[src/rtl/pipe_wb_regfile.sv]
// Write-back stage register file: selects the W-stage datum, commits it to a
// 32x32 register file (r0 hardwired to zero), serves two asynchronous read
// ports with same-cycle write-through bypass, and counts committed writes.
module pipe_wb_regfile #(
    parameter int unsigned CNT_W = 16
) (
    input  logic             clock,
    input  logic             resetn,
    input  logic             wwreg,
    input  logic             wm2reg,
    input  logic [31:0]      wmo,
    input  logic [31:0]      walu,
    input  logic [4:0]       wrn,
    input  logic [4:0]       rna,
    input  logic [4:0]       rnb,
    output logic [31:0]      qa,
    output logic [31:0]      qb,
    output logic [31:0]      wdi,
    output logic [CNT_W-1:0] wb_count
);

    logic [31:0]      regs [32];
    logic [CNT_W-1:0] cnt_q;
    logic             we;

    // Write-back datum mux and commit enable; resetn in we also kills the bypass in reset
    always_comb begin
        wdi = wm2reg ? wmo : walu;
        we  = resetn & wwreg & (wrn != 5'd0);
    end

    // Register file storage; entry 0 is held at zero and never written
    always_ff @(posedge clock or negedge resetn) begin
        if (!resetn) begin
            for (int i = 0; i < 32; i++) begin
                regs[i] <= 32'd0;
            end
        end else if (we) begin
            regs[wrn] <= wdi;
        end
    end

    // Read ports: r0 reads zero, a committing write to the same register is bypassed
    always_comb begin
        qa = 32'd0;
        qb = 32'd0;
        if (resetn) begin
            if (rna != 5'd0) begin
                qa = (we && (wrn == rna)) ? wdi : regs[rna];
            end
            if (rnb != 5'd0) begin
                qb = (we && (wrn == rnb)) ? wdi : regs[rnb];
            end
        end
    end

    // Committed-write counter, saturating at all-ones
    always_ff @(posedge clock or negedge resetn) begin
        if (!resetn) begin
            cnt_q <= '0;
        end else if (we && (cnt_q != {CNT_W{1'b1}})) begin
            cnt_q <= cnt_q + {{(CNT_W-1){1'b0}}, 1'b1};
        end
    end

    assign wb_count = cnt_q;

endmodule
[config.mk]
export PLATFORM = sky130hd
export DESIGN_NAME = pipe_wb_regfile
export DESIGN_NICKNAME = d
export VERILOG_FILES = /design/src/rtl/pipe_wb_regfile.sv
export SDC_FILE = /design/constraint.sdc
export NUM_CORES = 2
export LEC_CHECK = 0
export ABC_AREA = 1
export CORE_MARGIN = 2
export CORE_UTILIZATION = 25
export DETAILED_ROUTE_END_ITERATION = 8
export PLACE_DENSITY = 0.39
export SETUP_SLACK_MARGIN = 0.2
export SLEW_MARGIN = 20
export SYNTH_ARGS = -nofsm -noshare
export SYNTH_HDL_FRONTEND = slang
export SYNTH_SLANG_ARGS = --single-unit
[constraint.sdc]
create_clock -name clock -period 2.2 [get_ports clock]
set_input_delay 0.44 -clock clock [delete_from_list [all_inputs] [get_ports clock]]
set_output_delay 0.44 -clock clock [all_outputs]
set_load 0.01 [all_outputs]
* Yosys cells after proc, flatten, opt, wreduce, memory -nomap -nowiden
Cells that the tools add are included.
** Storage, ports and cells
- Logic and storage cells :: 69
- ROM bits :: 0
- Bits in latches :: 0
- Memories kept :: 0
- Register bits after elaboration :: 1040
- RAM bits :: 0
** Cells by class
- Muxes and demuxes :: 16
- Bitwise logic cells :: 5
- Magnitude comparators :: 4
- Reduce and logical (&&, ||, !) cells :: 7
- $mul :: 0
- Equality and inequality tests :: 3
- Shift operators :: 0
- $add $sub $neg :: 1
- Divide/modulo/power cells :: 0
** Operator list (number)
- 1024-bit bitwise mux :: 1
- 32-bit two-way mux :: 12
- 32-bit binary-select mux with 5-bit select :: 2
- 32-bit demux with 5-bit select :: 1
- 6-bit >= comparator (second input constant) :: 3
- 5-bit inverter with 6-bit output :: 3
- 16-bit by 1-bit adder with 16-bit output (second input constant) :: 1
- 16-bit inequality test (second input constant) :: 1
- 5-bit nonzero test :: 3
- 5-bit equality test :: 2
- 6-bit by 1-bit < comparator with 1-bit output (second input constant) :: 1
- 1-bit logical AND :: 4
- 1-bit bitwise AND :: 2

* Longest topological paths before layout
- Depth after elaboration :: 7
- Gate-level depth with buffers :: 13
- Depth with buffers taken out :: 11

* Worst setup path before layout
OpenSTA, ideal clock, no wires.
- Path kind :: input to output
- Start :: in rna[1]
- End :: out qa[28]
- Slack :: -82 ps
- Stages on the path :: 11
- Data arrival time :: 1842 ps
- Path buffers :: 4
- Data required time :: 1760 ps
- Path through :: clkbuf_1 > inv_1 > buf_2 > buf_2 > clkbuf_1 > o211ai_1 > nand3_1 > nand3_1 > nand3_1 > nand2_1 > a21oi_1
** Between the ends
- Longest elaborated chain between the ends :: 7
- Elaborated cells on any way between the ends :: 10
- Classes of those cells :: eq/ne: 1; mux: 6; bitwise: 1; reduce/logical: 2
** RTL lines
- start: declaration :: line 14 : input logic [4:0] rna,
- 5-bit inverter with 6-bit output (not written as such) :: line 49 : qa = (we && (wrn == rna)) ? wdi : regs[rna];
- 32-bit binary-select mux with 5-bit select :: line 49
- 32-bit two-way mux (not written as such) (2 in a row) :: line 49
- 32-bit two-way mux :: line 49
- 32-bit two-way mux * :: line 48 : if (rna != 5'd0) begin
- 32-bit two-way mux * :: line 47 : if (resetn) begin
- end: declaration :: line 16 : output logic [31:0] qa,
Every way passes the cells marked *; elsewhere a longest branch is shown, timed or not. The select of a mux whose other input is x is not followed.

* Worst setup path after layout
- Start :: reg regs[482] (netlist bit)
- End :: out qb[2]
** Between the ends
- Longest elaborated chain between the ends :: 6
** RTL lines
- start: declaration :: line 22 : logic [31:0] regs [32];
- start signal: indexed assignment :: line 39 : regs[wrn] <= wdi;
- 32-bit binary-select mux with 5-bit select :: line 52 : qb = (we && (wrn == rnb)) ? wdi : regs[rnb];
- 32-bit two-way mux (not written as such) (2 in a row) :: line 52
- 32-bit two-way mux :: line 52
- 32-bit two-way mux :: line 51 : if (rnb != 5'd0) begin
- 32-bit two-way mux :: line 47
- end: declaration :: line 17 : output logic [31:0] qb,
Every way passes these cells. The select of a mux whose other input is x is not followed.

==> metrics <==
core area=0.248 mm2; die width=503 um; Primary FF master, synth=dfrtp_1; met2 wire length=146000 um; Pwr Density=731 mW/mm2; Top Metal Used=met4; Final Hold Fails=0; IO Count=195; most frequent cell on the critical path=nand3_2; outcome=complete, but fails checks; vias per std cell=4.88; global-route wire length before repair=455000 um; crit path time final=2660 ps; Clock Tree Buf Depth=3; CP cell instances=buf_4 -> o211ai_1 -> nand3_1 -> nand3_2 -> nand3_2 -> nand2_2 -> buf_12 -> a21oi_2 -> buf_2; Slew Limit Fails=0; Worst Tran Pin Value=873 ps; Total GRT Usage=24.4%; switching pwr=21.2 mW; CP Data Arrival Time=2220 ps; worst rel slew slack=41.8%; register area share after synthesis=41.9%; antenna-violating nets left=0; Max Fanout on Critical Path=3; PortBufs=194; share of cells above drive strength 1=24.9%; Worst VDD drop=663 uV; Synth cell types=37; Inserted Clock Buffers=135; crit share post-route=121%; P_int=42.1 mW; ys async rst share=100%; hold_ws=47.7 ps; initial core utilization=25.1%; CTS tree=built; Die Y=503 um; Leakage=43.3 nW; drt initial violations=6258; synthesized area per cell=6.59 um2; violated checks=negative setup slack; Layout area overhead=39.4%; clock latency on the worst-skew pair=800 ps; Syn Nets=9512; worst slack at placement=-1120 ps; routed length on met3=17100 um; hpwl dp=202000 um; Worst setup startpoint=regs[482]; DIE AREA=0.253 mm2; critical path's largest stage delay=400 ps; CTS root buf=clkbuf_16; Layout Cells excl Fill=13.5k; H-tree Lvls=4; Post-Syn Instances=9428; post-layout util=35.0%; Placer Congestion=0.868; reg2reg start=wb_count[1]; Clock Skew=12.7 ps; r2r endpoint=wb_count[14]; DRT Wirelength=314000 um; Sw Share=33.5%; DRC viols=0; clock power share=36.8%; # Max-Cap Violations=0; register share of total power=37.2%; fmax=376 MHz; routed vias=65.9k; clock-pin slew on the worst setup and hold paths=60 ps; DR pass1 iterations=6; cell area after layout=0.0867 mm2; largest net degree at the start of global routing=143; Comb pwr share=26.1%; Rows=183; Crit. End Element=primary output; Syn. warnings=0; Tightest Hold Check Type=in2async; Avg WL per Cell=23.3 um; FF+latch count, synth=1040; vias in the first global route=63.4k; Post-Place Cell Area=0.0753 mm2; CTS Sinks=1040; # fillers=26.2k; Worst Setup EP=qb[2]; final setup margin=-459 ps; Inst Count DP=13.0k; WL met1=137000 um; initial antenna violation count=4; unrepaired setup endpoints after global routing=true; CP required=1760 ps; startpoint class of the critical path=register; NumNets Final=10.1k; EDFF count, synth=0; cells on worst reg2reg path=10; Final Setup Violations=66; reg2reg setup slack=310 ps; slowest stage cell, crit path=dfrtp_1; CP Class=reg2out; grt total ovfl=0; Netlist Area Pre-Place=0.0622 mm2
## per-stage QoR
step,TNS (ps),power (mW)
after floorplan,0,31.8
after global placement,-373200,38.0
after detailed placement,-384080,38.2
after CTS,-27180,62.9
after global routing,-30090,66.9
final,-23110,63.4
## power by group through the flow
stage | logic [mW] | clock network, mW | registers [mW]
final | 16.5 | 23.3 | 23.5
after global routing | 18.4 | 24.6 | 23.8
after CTS | 15.6 | 23.9 | 23.4
after detailed placement | 14.5 | 0 | 23.7
after global placement | 14.3 | 0 | 23.7
after floorplan | 8.42 | 0 | 23.4
## flip-flops by register name (all words and copies together), names as in the netlist
| register | cells |
|---|---|
| regs | 1024 |
| wb_count | 16 |
## worst min-delay path by stage
stage	endpoint	slack, ps	depth (start not counted)	from
global route	wb_count[13]	90	3	resetn
floorplan	regs[0]	140	0	resetn
CTS	regs[877]	40	3	resetn
detailed placement	regs[1007]	370	0	regs[1007]
global placement	regs[1007]	370	0	regs[1007]
finish	wb_count[13]	50	3	resetn
## layout make-up
| type | instances | area, um2 | area share, % |
|---|---|---|---|
| multi-input combinational | 6499 | 32900 | 38.0 |
| sequential | 1040 | 26000 | 30.0 |
| timing repair buffer | 1280 | 14700 | 16.9 |
| inverter | 1107 | 4290 | 4.95 |
| tap | 3330 | 4170 | 4.81 |
| clock buffer | 194 | 3980 | 4.59 |
| clock inverter | 51 | 612 | 0.706 |
| timing repair inverter | 1 | 8.76 | 0.0101 |
| antenna | 2 | 5.00 | 0.00577 |
## Yosys cell counts (3+ instances only)
library cell  instances  area, um2
nand4_4               7        149
nor2_4                3       33.8
xnor2_1               7       61.3
or2_2                 9       56.3
clkbuf_1            513       1930
buf_2               157        786
nand3_4               3       52.6
inv_2                 6       22.5
inv_1              1098       4120
xor2_1                9       78.8
nand4_1               6       37.5
nor2_1               51        191
buf_1                84        315
nor3_1               21        105
nand4_2               5       62.6
o21ai_1             381       1910
o211ai_1             86        646
nand2_1            3458      13000
nand2_2              13       81.3
a21oi_1              51        255
nand3_1            1594       7980
buf_4                33        248
dfrtp_1            1040      26000
o21ai_0             775       3880
## what timing repair did
item,CTS,global route
pin swaps,322,349
buffers inserted,129,102
endpoints found under the hold margin,201,0
gates resized for setup,1233,580
gates cloned,20,4
hold buffers,2,0
setup endpoints to repair,114,467
## logic make-up (layout without fill, tap and decap cells)
family | after synthesis | count (layout) | share of synthesized area, %
buffers and inverters | 1895 | 2633 | 12.0
flip-flops | 1040 | 1040 | 41.9
adder cells (fa/ha/maj) | 1 | 1 | 0.0201
other | 0 | 2 | 0
AO/OA/AOI/OAI | 1296 | 1296 | 10.8
XOR/XNOR | 16 | 16 | 0.225
AND/OR/NAND/NOR | 5180 | 5186 | 35.1
## per-layer routing
layer  track usage (%)  up-vias
met4              10.0        0
met3              3.29      522
met2              39.8     2065
met1              32.4    32148
met5                 0        -
li1                  -    31125
## cells in the final DEF (no fill, tap or decap), drive strengths merged
master | Yosys | routed
nand2 | 3471 | 3477
nand3 | 1597 | 1597
buf | 275 | 1188
o21ai | 1156 | 1156
inv | 1105 | 1104
dfrtp | 1040 | 1040
clkbuf | 513 | 199
o211ai | 86 | 86
nor2 | 55 | 55
clkdlybuf4s50 | 0 | 52
a21oi | 51 | 51
clkinv | 2 | 37
nor3 | 24 | 24
dlygate4sd2 | 0 | 22
nand4 | 18 | 18
clkinvlp | 0 | 10
xor2 | 9 | 9
or2 | 9 | 9
bufinv | 0 | 8
xnor2 | 7 | 7
bufbuf | 0 | 5
clkdlybuf4s15 | 0 | 5
nor4 | 4 | 4
diode | 0 | 2
a31oi | 2 | 2
dlygate4sd3 | 0 | 2
nor3b | 1 | 1
a21o | 1 | 1
nand3b | 1 | 1
ha | 1 | 1
dlymetal6s2s | 0 | 1
## worst max-delay path: cells and delay by family (launching register included)
family | cells | cell delay [ps]
DFF | 1 | 400
AOI/OAI and AO/OA | 2 | 200
and+or+nand+nor | 4 | 390
buffers and inverters | 3 | 400
No activity file was read; power rests on OpenSTA's default activity.
